==> config.mk <==
export PLATFORM = sky130hd
export DESIGN_NAME = uart_rx_fifo
export DESIGN_NICKNAME = d
export VERILOG_FILES = /design/src/rtl/uart_rx_fifo.sv
export SDC_FILE = /design/constraint.sdc
export NUM_CORES = 1
export LEC_CHECK = 0
export CORE_MARGIN = 4
export CORE_UTILIZATION = 30
export DETAILED_ROUTE_END_ITERATION = 8
export PLACE_DENSITY = 0.44
export SLEW_MARGIN = 20
export SYNTH_ARGS = -nofsm -noshare
export SYNTH_HDL_FRONTEND = slang
export SYNTH_SLANG_ARGS = --single-unit
==> constraint.sdc <==
create_clock -name clk -period 5.9 [get_ports clk]
set_input_delay 0.885 -clock clk [delete_from_list [all_inputs] [get_ports clk]]
set_output_delay 0.885 -clock clk [all_outputs]
set_load 0.005 [all_outputs]
==> src/rtl/uart_rx_fifo.sv <==
// 8N1 UART receiver with mid-bit sampling feeding a
// first-word-fall-through byte FIFO on a valid/ready stream.
module uart_rx_fifo #(
  parameter int CLKS_PER_BIT = 32,
  parameter int FIFO_DEPTH   = 4
) (
  input  logic                          clk,
  input  logic                          rst,
  input  logic                          rx,
  output logic [7:0]                    m_data,
  output logic                          m_valid,
  input  logic                          m_ready,
  output logic                          frame_err,
  output logic                          overrun,
  input  logic                          clr_err,
  output logic                          busy,
  output logic [$clog2(FIFO_DEPTH):0]   fifo_count
);

  localparam int CW = $clog2(CLKS_PER_BIT);
  localparam int PW = $clog2(FIFO_DEPTH);

  localparam logic [CW-1:0] HALF_M1 = CW'(CLKS_PER_BIT / 2 - 1);
  localparam logic [CW-1:0] LAST    = CW'(CLKS_PER_BIT - 1);
  localparam logic [CW-1:0] C_ONE   = CW'(1);
  localparam logic [PW-1:0] P_ONE   = PW'(1);
  localparam logic [PW:0]   N_ONE   = (PW+1)'(1);
  localparam logic [PW:0]   N_FULL  = (PW+1)'(FIFO_DEPTH);

  typedef enum logic [2:0] {
    S_IDLE,
    S_START,
    S_DATA,
    S_STOP,
    S_BREAK
  } state_t;

  logic          rx_meta_q;
  logic          rx_s_q;
  logic          rx_prev_q;
  state_t        state_q;
  logic [CW-1:0] cnt_q;
  logic [2:0]    idx_q;
  logic [7:0]    shift_q;
  logic          frame_err_q;

  logic [7:0]    mem_q [FIFO_DEPTH];
  logic [PW-1:0] wr_ptr_q;
  logic [PW-1:0] rd_ptr_q;
  logic [PW:0]   count_q;
  logic [PW:0]   count_d;
  logic          overrun_q;
  logic          overrun_d;

  logic          push;
  logic          pop;
  logic          full;
  logic          wr_en;

  // Two-flop synchroniser plus one delayed copy for edge detection.
  always_ff @(posedge clk or posedge rst) begin
    if (rst) begin
      rx_meta_q <= 1'b1;
      rx_s_q    <= 1'b1;
      rx_prev_q <= 1'b1;
    end else begin
      rx_meta_q <= rx;
      rx_s_q    <= rx_meta_q;
      rx_prev_q <= rx_s_q;
    end
  end

  // Frame FSM: start qualify, data shift, stop check, break hold.
  always_ff @(posedge clk or posedge rst) begin
    if (rst) begin
      state_q     <= S_IDLE;
      cnt_q       <= '0;
      idx_q       <= '0;
      shift_q     <= '0;
      frame_err_q <= 1'b0;
    end else begin
      frame_err_q <= 1'b0;
      case (state_q)
        S_IDLE: begin
          if (!rx_s_q && rx_prev_q) begin
            state_q <= S_START;
            cnt_q   <= '0;
          end
        end
        S_START: begin
          if (cnt_q == HALF_M1) begin
            cnt_q <= '0;
            idx_q <= '0;
            state_q <= rx_s_q ? S_IDLE : S_DATA;
          end else begin
            cnt_q <= cnt_q + C_ONE;
          end
        end
        S_DATA: begin
          if (cnt_q == LAST) begin
            shift_q[idx_q] <= rx_s_q;
            cnt_q <= '0;
            idx_q <= idx_q + 3'd1;
            if (idx_q == 3'd7) state_q <= S_STOP;
          end else begin
            cnt_q <= cnt_q + C_ONE;
          end
        end
        S_STOP: begin
          if (cnt_q == LAST) begin
            cnt_q <= '0;
            if (rx_s_q) begin
              state_q <= S_IDLE;
            end else begin
              frame_err_q <= 1'b1;
              state_q     <= S_BREAK;
            end
          end else begin
            cnt_q <= cnt_q + C_ONE;
          end
        end
        S_BREAK: begin
          if (rx_s_q) state_q <= S_IDLE;
        end
        default: state_q <= S_IDLE;
      endcase
    end
  end

  assign push  = (state_q == S_STOP) && (cnt_q == LAST) && rx_s_q;
  assign full  = (count_q == N_FULL);
  assign pop   = (count_q != '0) && m_ready;
  assign wr_en = push && (!full || pop);

  // Occupancy and sticky overrun; a set beats a same-cycle clear.
  always_comb begin
    count_d   = count_q;
    overrun_d = overrun_q;
    if (wr_en && !pop)      count_d = count_q + N_ONE;
    else if (!wr_en && pop) count_d = count_q - N_ONE;
    if (push && full && !pop) overrun_d = 1'b1;
    else if (clr_err)         overrun_d = 1'b0;
  end

  // FIFO pointers and flags.
  always_ff @(posedge clk or posedge rst) begin
    if (rst) begin
      wr_ptr_q  <= '0;
      rd_ptr_q  <= '0;
      count_q   <= '0;
      overrun_q <= 1'b0;
    end else begin
      if (wr_en) wr_ptr_q <= wr_ptr_q + P_ONE;
      if (pop)   rd_ptr_q <= rd_ptr_q + P_ONE;
      count_q   <= count_d;
      overrun_q <= overrun_d;
    end
  end

  // Byte storage; contents only matter behind a valid count.
  always_ff @(posedge clk) begin
    if (wr_en) mem_q[wr_ptr_q] <= shift_q;
  end

  assign m_valid    = (count_q != '0);
  assign m_data     = m_valid ? mem_q[rd_ptr_q] : 8'h00;
  assign frame_err  = frame_err_q;
  assign overrun    = overrun_q;
  assign busy       = (state_q != S_IDLE);
  assign fifo_count = count_q;

endmodule

* After elaboration in Yosys (flattened, before gate mapping) *
Memories as Yosys holds them, arrays and structs flattened.
Index checks and enable logic that the tools add are counted.
W data, S select, Z words.

word-level totals
  register bits after elaboration = 31
  bits in writable memories = 32
  input port bits = 5
  memories = 1

cells by class
  add/sub/neg operators = 6
  $lt $le $gt $ge = 2
  equal/unequal tests = 14
  mux-type cells = 29
  reductions and logical operators = 27

memory list
  memory  words  width  rd ports  clocked after memory_dff  write ports  line  source
  mem_q   4      8      1         0                         1            47    logic [7:0] mem_q [FIFO_DEPTH];

operators by type and width
  cell                   number
  $mux W3                11
  $mux W5                3
  $pmux W3 S5            1
  $pmux W5 S3            1
  $ne A2 B2 Y1 const B   6
  $logic_and A1 B1 Y1    10
  $eq A3 B3 Y1 const B   3
  $reduce_bool A3 Y1     3
  $bwmux W8              1
  $mux W1                8
  $mux W8                1
  $add A3 B1 Y3 const B  2
  $eq A3 B2 Y1 const B   2
  $pmux W3 S2            1
  $reduce_and A6 Y1      1
  $reduce_bool A2 Y1     3
  $add A5 B1 Y5 const B  1
  $eq A5 B4 Y1 const B   1
  $eq A5 B5 Y1 const B   1
  $add A2 B1 Y2 const B  2
  $logic_not A1 Y1       4
  $lt A3 B4 Y1 const B   1
  $reduce_and A2 Y1      2
  $demux W1 S3           1
  other kinds (8)        8

* Logic depth before layout (Yosys ltp) *
Gate-level depths: netlist of run 1.

  word-level depth = 8
  gate-level depth with buffers = 11
  depth with buffers taken out = 11

* Worst setup path before layout of run 1 *
Ideal clock, no wire load.

  path kind = flip-flop to flip-flop
  start point = register cnt_q[0]
  end point = register count_q[2], in the netlist fifo_count[2]
  setup time = 0.079 ns
  arrival = 2.514 ns
  path slack = 3.307 ns
  stages on the path, launching flop included = 12
  buffers on the path = 0
  cell sequence = dfrtp_1 ha_1 and3_1 ha_1 nand4b_4 nor3b_4 ha_1 inv_1 fa_1 xor2_1 nor2_1 xor2_1

on the way
  longest elaborated chain between the ends = 7
  elaborated cells on any way between the ends = 9
  those cells by class = eq/ne (1); mux (1); reduce/logical (7)

RTL lines
  item                                  line  source
  start: declaration                    42    logic [CW-1:0] cnt_q;
  start signal: assignment              96    cnt_q <= cnt_q + C_ONE;
  start signal: assignment              106   cnt_q <= cnt_q + C_ONE;
  start signal: assignment              119   cnt_q <= cnt_q + C_ONE;
  $eq A5 B5 Y1 (*)                      130   assign push = (state_q == S_STOP) && (cnt_q == LAST) && rx_s_q;
  $logic_and A1 B1 Y1 (*) (2 in a row)  130
  $logic_and A1 B1 Y1 (*)               133   assign wr_en = push && (!full || pop);
  named net wr_en                       58    logic wr_en;
  $logic_not A1 Y1                      140   else if (!wr_en && pop) count_d = count_q - N_ONE;
  $logic_and A1 B1 Y1                   140
  $reduce_bool A2 Y1 (no line)          --
  end signal: assignment                155   count_q <= count_d;
  end: declaration                      50    logic [PW:0] count_q;

Mark *: on every way through the listed nets, which the timed path passes. The rest lies on a longest branch.
A chain may end at the register's enable or synchronous reset.

* Worst setup path in the final report of run 1 *
  start point = register rd_ptr_q[0]
  end point = output port m_data[5]

on the way
  longest elaborated chain between the ends = 2

RTL lines
  item                      line  source
  start: declaration        49    logic [PW-1:0] rd_ptr_q;
  start signal: assignment  154   if (pop) rd_ptr_q <= rd_ptr_q + P_ONE;
  $mem_v2 Z4 W8             --
  $mux W8                   166   assign m_data = m_valid ? mem_q[rd_ptr_q] : 8'h00;
  end: declaration          10    output logic [7:0] m_data,

Every way passes these cells.

==> flow_summary.json, run 1 <==
{
  "async_flop_share_pct": 49.21,
  "final.min_clock_period_ns": 3.164,
  "clock_sinks": 63,
  "fin_crit_sh_pct": 53.63,
  "status": "finished clean",
  "slew_headroom_pct": 57.16,
  "clock_skew_ns": 0.006575,
  "gp_congestion": 0.7070,
  "ys_ff_latch": 63,
  "first_iter_violations": 42,
  "drt-total-wl_um": 4926,
  "holdBufCountCts": 0,
  "drc": 0,
  "cts_tree": "yes",
  "synth.distinct_cells": 48,
  "ir_drop_uv": 127.3,
  "vias": 1536,
  "worst_pin_slew_ns": 0.6426,
  "nFillCells": 881,
  "finalSetupTns_ns": 0,
  "antenna_left": 0,
  "start_util_pct": 30.85,
  "fp.dieW_um": 105.5,
  "clock_path_buffers": 2,
  "cp-end-kind": "primary output",
  "synth-edff-count": 32,
  "p_per_area_nw_per_um2": 373.9,
  "grt_overflow_total": 0,
  "antenna_cells": 0,
  "syn_area_per_cell_sq_um": 14.84,
  "synth-seq-area-share_pct": 61.06,
  "start_kind": "flop",
  "synthesis.area_sq_um": 2850,
  "fp.coreArea_sq_um": 9240,
  "num-nets-final": 230,
  "antenna_found_initial": 0,
  "io_pins": 20,
  "yosys.area.top_type": "edfxtp_1",
  "die_height_um": 105.5,
  "hp-class": "reg -> reg",
  "clkTransAtPathRegs_ns": 0.07,
  "drv_cap": 0,
  "holdWs_ns": 0.3571,
  "fmax_mhz": 316.0,
  "firstDrtPassIters": 4,
  "hold_viol": 0,
  "synthCells": 192,
  "synthTopCellsByArea": "edfxtp_1 (34%), dfrtp_1 (25%), mux4_2 (7.1%)",
  "die_area_sq_um": 11120,
  "dp_hpwl_um": 3221,
  "rsz0062_at_grt": "false",
  "core.rowCount": 35,
  "grt_pass1_vias": 1560,
  "ctsHtreeMaxLevel": 3,
  "cts_repair_resize_count": 0,
  "critPathRequiredTime_ns": 5.02,
  "synthFlopType": "edfxtp_1",
  "clk_latency_ns": 0.33,
  "placement.io_buffers": 19,
  "yosysWarningCount": 0,
  "yosysTopAreaCellShare_pct": 33.71,
  "cts_root_buffer": "clkbuf_8",
  "routed_via_density": 4.439,
  "finalMaxSlewViolations": 0,
  "numCtsBuffers": 9,
  "area_delta_synth_final_pct": 18.09,
  "path_max_fanout": 10,
  "wl_per_cell_um": 14.24,
  "grt_max_degree": 32,
  "layout-drive-gt1-share_pct": 22.12,
  "power.total_mw": 1.258,
  "p_leak_nw": 1.200,
  "finish.utilization_pct": 36.43,
  "post_cts.repair.setup_buffers": 0,
  "cp.arrival_ns": 2.28,
  "syn-num-nets": 209,
  "grt_use_total_pct": 9.769,
  "finalSetupViolCount": 0,
  "critPathKind": "reg -> out",
  "grt_pass1_wl_um": 8328
}
[cells in the mapped netlist, drive strengths merged, types with 3 or more instances]
library cell	count
and2	12
buf	3
clkbuf	7
dfrtp	28
dfstp	3
edfxtp	32
ha	11
inv	12
mux2	11
mux4	9
nand2	8
nand3	5
nor2	7
xnor2	4
[registers in the layout (all words and copies together), names as in the netlist, 2 cells and up]
| name | cells |
|---|---|
| mem_q | 32 |
| cnt_q | 5 |
| idx_q | 3 |
| shift_q | 8 |
| wr_ptr_q | 2 |
| rd_ptr_q | 2 |
| fifo_count | 3 |
| state_q | 3 |
[metal layers]
metal | vias up | share of wire [%] | GRT usage [%]
met5 | - | 0 | 0
met4 | 0 | 2.4 | 5.342
met3 | 11 | 2.5 | 2.266
met2 | 18 | 45 | 14.44
met1 | 763 | 50 | 13.22
li1 | 744 | - | -
[cell families after synthesis]
| family | Yosys count | synth area share (%) |
|---|---|---|
| muxes | 21 | 11.94 |
| adders and majority gates | 12 | 5.531 |
| DFF | 63 | 61.06 |
| and+or+nand+nor | 52 | 12.42 |
| AOI/OAI and AO/OA | 16 | 4.039 |
| buffers and inverters | 22 | 3.160 |
| xor gates and xnor gates | 6 | 1.844 |
[cells in the final DEF, fill, tap and decap left out, types with 2 or more instances in the layout]
cell / instances
dfrtp_1: 28
bufinv_16: 2
xor2_1: 2
nand3_1: 5
edfxtp_1: 32
and2_1: 8
a21oi_1: 2
dfstp_2: 3
nor2b_1: 2
o22ai_1: 2
mux2_2: 10
clkinv_2: 2
nand2_1: 8
ha_1: 11
and2_2: 4
nand3b_1: 2
clkdlybuf4s50_1: 19
nor2_1: 7
xnor2_1: 4
clkbuf_8: 9
o21ai_0: 2
nor3_1: 2
inv_1: 12
a22o_1: 2
o221ai_1: 2
nand2b_1: 2
mux4_2: 9
[through the flow]
stage,cell area (sq um),setup slack [ns],cells
global route,3366,2.567,346
floorplan,2850,3.307,192
CTS,3366,2.663,346
finish,3366,2.736,346
detailed placement,3164,2.761,331
global placement,3164,2.809,331
[report_power, final]
part	total (mW)	switching [mW]	internal (mW)
Combinational	0.287	0.0995	0.187
Clock	0.391	0.158	0.233
Sequential	0.581	0.0817	0.499
Total	1.26	0.339	0.919
[worst max-delay path, stage by stage (launching register included)]
cell and delay [ns]:
dfrtp_1 0.75, mux4_2 0.59, and2_1 0.17, clkdlybuf4s50_1 0.44
[final cells by class]
cell class	count	area, sq um	share of cell area [%]
Multi-Input combinational cell	107	1020	30.30
Tap cell	129	161.4	4.796
Sequential cell	63	1740	51.71
Clock buffer	10	127.6	3.792
Inverter	12	45.04	1.338
Timing Repair Buffer	20	197.7	5.874
Clock inverter	5	73.82	2.193
[final timing paths]
check                                        start                         to  slack (ns)  cells past startpoint
max                        rd_ptr_q[0]$_DFFE_PP0N_                  m_data[5]        2.74                      3
min reg2reg                    rx_meta_q$_DFF_PP1_           rx_s_q$_DFF_PP1_        0.36                      0
min                            rx_meta_q$_DFF_PP1_           rx_s_q$_DFF_PP1_        0.36                      0
max in group asynchronous                      rst        rx_prev_q$_DFF_PP1_        4.63                      3
max reg2reg                   cnt_q[0]$_DFFE_PP0P_  fifo_count[2]$_DFFE_PP0P_        3.00                     11
min in group asynchronous                      rst        overrun$_DFFE_PP0P_        0.95                      3
No activity file was read; power rests on OpenSTA's default activity.
==> run 2, diff against run 1 <==
--- a/config.mk
+++ b/config.mk
@@ -8,7 +8,7 @@
 export CORE_MARGIN = 4
 export CORE_UTILIZATION = 30
 export DETAILED_ROUTE_END_ITERATION = 8
-export PLACE_DENSITY = 0.44
+export PLACE_DENSITY = 0.46
 export SLEW_MARGIN = 20
 export SYNTH_ARGS = -nofsm -noshare
 export SYNTH_HDL_FRONTEND = slang
==> constraint.sdc (replaced) <==
create_clock -name clk -period 2.85 [get_ports clk]
set_input_delay 0.4275 -clock clk [delete_from_list [all_inputs] [get_ports clk]]
set_output_delay 0.4275 -clock clk [all_outputs]
set_load 0.005 [all_outputs]
==> flow_summary.json, run 2 (same netlist as run 1, synthesis figures left out) <==
{
  "status": "finished clean",
  "holdBufCountCts": 0,
  "hp-class": "reg -> reg",
  "firstDrtPassIters": 4,
  "critPathKind": "reg -> reg",
  "drc": 0,
  "routed_via_density": 4.388,
  "antenna_found_initial": 0,
  "die_height_um": 105.5,
  "grt_pass1_vias": 1602,
  "finalSetupTns_ns": 0,
  "drt-total-wl_um": 4924,
  "numCtsBuffers": 9,
  "cp.arrival_ns": 2.82,
  "clock_path_buffers": 2,
  "wl_met3_um": 205,
  "gp_congestion": 0.6702,
  "area_delta_synth_final_pct": 19.49,
  "start_kind": "flop",
  "rsz0062_at_grt": "false",
  "drv_cap": 0,
  "cp-end-kind": "flop",
  "final.min_clock_period_ns": 2.567,
  "critPathSlowestCell": "dfrtp_1",
  "p_per_area_nw_per_um2": 757.7,
  "cts_tree": "yes",
  "critPathRequiredTime_ns": 3.10,
  "num-nets-final": 236,
  "worst_pin_slew_ns": 0.4769,
  "cts_repair_resize_count": 0,
  "hold_viol": 0,
  "io_pins": 20,
  "core.rowCount": 35,
  "clk_latency_ns": 0.33,
  "slew_headroom_pct": 68.21,
  "largest_reg_flops": 32,
  "placement.io_buffers": 19,
  "crit_top_cell": "ha_1",
  "path_cells": "ha_1 > and3_1 > ha_1 > nand4b_4 > nor3b_4 > ha_1 > inv_1 > fa_1 > xor2_1 > nor2_1 > xor2_1",
  "fp.dieW_um": 105.5,
  "grt_max_degree": 32,
  "grt_use_total_pct": 9.823,
  "wl_met1_um": 2304,
  "final_common_cell": "edfxtp_1",
  "clock_skew_ns": 0.008422,
  "vias": 1549,
  "die_area_sq_um": 11120,
  "clkTransAtPathRegs_ns": 0.07,
  "layout-drive-gt1-share_pct": 25.00,
  "grt_overflow_total": 0,
  "antenna_left": 0,
  "fmax_mhz": 389.5,
  "antenna_cells": 0,
  "finalMaxSlewViolations": 0,
  "wl_met2_um": 2335,
  "p_leak_nw": 1.224,
  "dp_hpwl_um": 3325,
  "largest-register": "mem_q",
  "reg_top3": "mem_q x32, shift_q x8, cnt_q x5",
  "clock_sinks": 63,
  "ir_drop_uv": 338.8,
  "fp.coreArea_sq_um": 9240,
  "fin_crit_sh_pct": 90.08,
  "grt_pass1_wl_um": 8376,
  "first_iter_violations": 33,
  "fin_ws_ns": 0.2826,
  "ctsHtreeMaxLevel": 3,
  "mostFrequentLayoutCells": "edfxtp_1 (32), dfrtp_1 (28), clkdlybuf4s50_1 (19)",
  "path_max_fanout": 4,
  "cts_root_buffer": "clkbuf_8",
  "start_util_pct": 30.85,
  "max_stage_delay_ns": 0.39,
  "wl_per_cell_um": 13.95,
  "finalSetupViolCount": 0,
  "dp_slack_ns": 0.1658,
  "highest_layer": "met4"
}
==> run 2: changes by cell type in the layout (fill, tap and decap cells not counted) <==
cell / change
bufinv_16: -1
clkbuf_1: -1
clkinv_2: -1
clkinv_4: +2
clkinvlp_4: +1
buf_4: +6
inv_6: +1
==> run 2: cell type report <==
type                            instances  area, sq um
Tap cell                              129        161.4
Clock inverter                          7        72.57
Inverter                               12        45.04
Sequential cell                        63         1740
Clock buffer                            9        123.9
Timing Repair Buffer                   26        242.7
Multi-Input combinational cell        107         1020
Fill cell                             891         5834
==> run 2: where the power goes <==
part,internal [mW],switching [mW]
sequential,1.03,0.104
clock,0.405,0.352
combinational,0.410,0.275
==> run 2: critical path: cells and delay by family (launching register included) <==
family / cells / cell delay (ns)
fa+ha+maj: 4 / 1.02
simple gates: 4 / 0.73
flops: 1 / 0.39
xor+xnor: 2 / 0.31
buf+inv: 1 / 0.06
==> run 2: repair_timing <==
action / in CTS / in global routing
buffers inserted: 0 / 1
setup endpoints to repair: 0 / 1
hold endpoints to repair: 0 / 0
==> run 2: per-layer routing <==
layer,vias to the layer above,global-route usage (%)
li1,759,-
met1,754,12.57
met2,26,15.16
met3,10,3.491
met4,0,3.936
met5,-,0
==> run 2: worst paths after layout <==
path | start | endpoint | slack, ns | depth (start not counted)
hold / removal | rx_meta_q$_DFF_PP1_ | rx_s_q$_DFF_PP1_ | 0.36 | 0
min in group asynchronous | rst | cnt_q[4]$_DFFE_PP0P_ | 0.47 | 3
setup / recovery | cnt_q[0]$_DFFE_PP0P_ | fifo_count[2]$_DFFE_PP0P_ | 0.28 | 11
setup reg to reg | cnt_q[0]$_DFFE_PP0P_ | fifo_count[2]$_DFFE_PP0P_ | 0.28 | 11
max in group asynchronous | rst | rx_prev_q$_DFF_PP1_ | 2.05 | 3
hold reg to reg | rx_meta_q$_DFF_PP1_ | rx_s_q$_DFF_PP1_ | 0.36 | 0
==> run 2: per-stage QoR <==
stage / instances / hold WS, ns / area [sq um] / utilization, % / total power [mW]
4_1_cts: 352 / 0.3595 / 3398 / 36.78 / 2.635
3_3_place_gp: 336 / 0.3463 / 3202 / 34.65 / 1.851
3_5_place_dp: 336 / 0.3478 / 3202 / 34.65 / 1.860
6_report: 353 / 0.3581 / 3406 / 36.86 / 2.580
5_1_grt: 353 / 0.3607 / 3406 / 36.86 / 2.765
2_1_floorplan: 192 / 0.3452 / 2850 / - / 1.562
==> run 3, diff against run 2 <==
--- a/config.mk
+++ b/config.mk
@@ -8,7 +8,8 @@
 export CORE_MARGIN = 4
 export CORE_UTILIZATION = 30
 export DETAILED_ROUTE_END_ITERATION = 8
-export PLACE_DENSITY = 0.46
+export PLACE_DENSITY_LB_ADDON = 0.3
+export SKIP_LAST_GASP = 1
 export SLEW_MARGIN = 20
 export SYNTH_ARGS = -nofsm -noshare
 export SYNTH_HDL_FRONTEND = slang
==> flow_summary.json, run 3 (same netlist as run 1, synthesis figures left out) <==
{
  "status": "finished clean",
  "core.rowCount": 35,
  "drt-total-wl_um": 4809,
  "cp.arrival_ns": 2.83,
  "cp-end-kind": "flop",
  "die_area_sq_um": 11120,
  "antenna_found_initial": 0,
  "fin_ws_ns": 0.2781,
  "drc": 0,
  "drv_cap": 0,
  "hp-class": "reg -> reg",
  "p_leak_nw": 1.243,
  "clock_skew_ns": 0.01314,
  "firstDrtPassIters": 4,
  "fmax_mhz": 388.8,
  "nFillCells": 870,
  "ir_drop_uv": 448.6,
  "grt_overflow_total": 0,
  "cts_repair_resize_count": 0,
  "area_delta_synth_final_pct": 20.81,
  "grt_pass1_wl_um": 8355,
  "fp.coreArea_sq_um": 9240,
  "wl_per_cell_um": 13.58,
  "rsz0062_at_grt": "false",
  "largest_reg_flops": 32,
  "dp_slack_ns": 0.1722,
  "vias": 1561,
  "cts_root_buffer": "clkbuf_8",
  "grt_pass1_vias": 1611,
  "clk_latency_ns": 0.33,
  "num-nets-final": 237,
  "first_iter_violations": 24,
  "numCtsBuffers": 9,
  "p_per_area_nw_per_um2": 784.1,
  "start_util_pct": 30.85,
  "largest-register": "mem_q",
  "ctsHtreeMaxLevel": 3,
  "power.total_mw": 2.700,
  "antenna_left": 0,
  "hold_viol": 0,
  "start_kind": "flop",
  "critPathRequiredTime_ns": 3.11,
  "gp_congestion": 0.7103,
  "rrSetupSlack_ns": 0.28,
  "cts_tree": "yes",
  "fin_cells": 354,
  "finalSetupViolCount": 0,
  "final_common_cell": "edfxtp_1",
  "mostFrequentLayoutCells": "edfxtp_1 (32), dfrtp_1 (28), clkdlybuf4s50_1 (19)",
  "routed_via_density": 4.410,
  "finalSetupTns_ns": 0,
  "io_pins": 20,
  "path_max_fanout": 4,
  "reg_top3": "mem_q x32, shift_q x8, cnt_q x5",
  "critPathKind": "reg -> reg",
  "clock_path_buffers": 2,
  "grt_max_degree": 19,
  "fp.dieW_um": 105.5,
  "clkTransAtPathRegs_ns": 0.08,
  "post_cts.repair.setup_buffers": 0,
  "fin_crit_sh_pct": 90.24,
  "die_height_um": 105.5,
  "grt_use_total_pct": 9.622,
  "holdWs_ns": 0.3578,
  "post-place-cells": 337,
  "dp_hpwl_um": 3317,
  "finalMaxSlewViolations": 0,
  "clock_sinks": 63,
  "slew_headroom_pct": 52.02,
  "antenna_cells": 0,
  "final.min_clock_period_ns": 2.572,
  "worst_pin_slew_ns": 0.7190,
  "holdBufCountCts": 0,
  "placement.io_buffers": 19,
  "layout-drive-gt1-share_pct": 25.78
}
==> run 3: cell types whose count changed in the layout (fill, tap and decap cells not counted), sizes merged <==
cell    change
clkinv      -3
inv         +2
buf         +1
bufinv      +1
==> run 3: report_power, final <==
group / internal, mW / switching (mW)
registers: 1.03 / 0.112
logic: 0.415 / 0.267
clock network: 0.503 / 0.370
total: 1.95 / 0.748
==> run 3: final timing paths <==
check	from	to	depth (start not counted)
max in group asynchronous	rst	frame_err$_DFF_PP0_	3
setup / recovery	cnt_q[0]$_DFFE_PP0P_	fifo_count[2]$_DFFE_PP0P_	11
hold / removal	rx_meta_q$_DFF_PP1_	rx_s_q$_DFF_PP1_	0
hold reg to reg	rx_meta_q$_DFF_PP1_	rx_s_q$_DFF_PP1_	0
setup reg to reg	cnt_q[0]$_DFFE_PP0P_	fifo_count[2]$_DFFE_PP0P_	11
min in group asynchronous	rst	cnt_q[1]$_DFFE_PP0P_	2
==> run 3: layer usage <==
layer / GRT usage, % / vias to the layer above / part of all wire [%]
li1: - / 762 / -
met1: 12.43 / 768 / 48
met2: 15.26 / 27 / 48
met3: 3.368 / 4 / 3.8
met4: 2.812 / 0 / 0.75
met5: 0 / - / 0
==> run 3: area by class of cell <==
type / count / area, sq um / area share (%)
flip-flops and latches: 63 / 1740 / 50.55
multi-input cells: 107 / 1020 / 29.61
clock buffers: 9 / 123.9 / 3.597
clock inverters: 7 / 102.6 / 2.980
repair buffers: 27 / 250.2 / 7.267
inverters: 12 / 45.04 / 1.308
well taps: 129 / 161.4 / 4.688
==> run 3: per-stage QoR <==
stage / instance area (sq um) / util, %
2_1_floorplan: 2850 / -
3_3_place_gp: 3209 / 34.73
3_5_place_dp: 3209 / 34.73
4_1_cts: 3436 / 37.18
5_1_grt: 3443 / 37.26
6_report: 3443 / 37.26
==> run 3: worst max-delay path: stages (launching register included) <==
cell and delay [ns]:
dfrtp_1 0.39, ha_1 0.20, and3_1 0.22, ha_1 0.23, nand4b_4 0.15, nor3b_4 0.27
ha_1 0.21, inv_1 0.06, fa_1 0.37, xor2_1 0.15, nor2_1 0.11, xor2_1 0.14
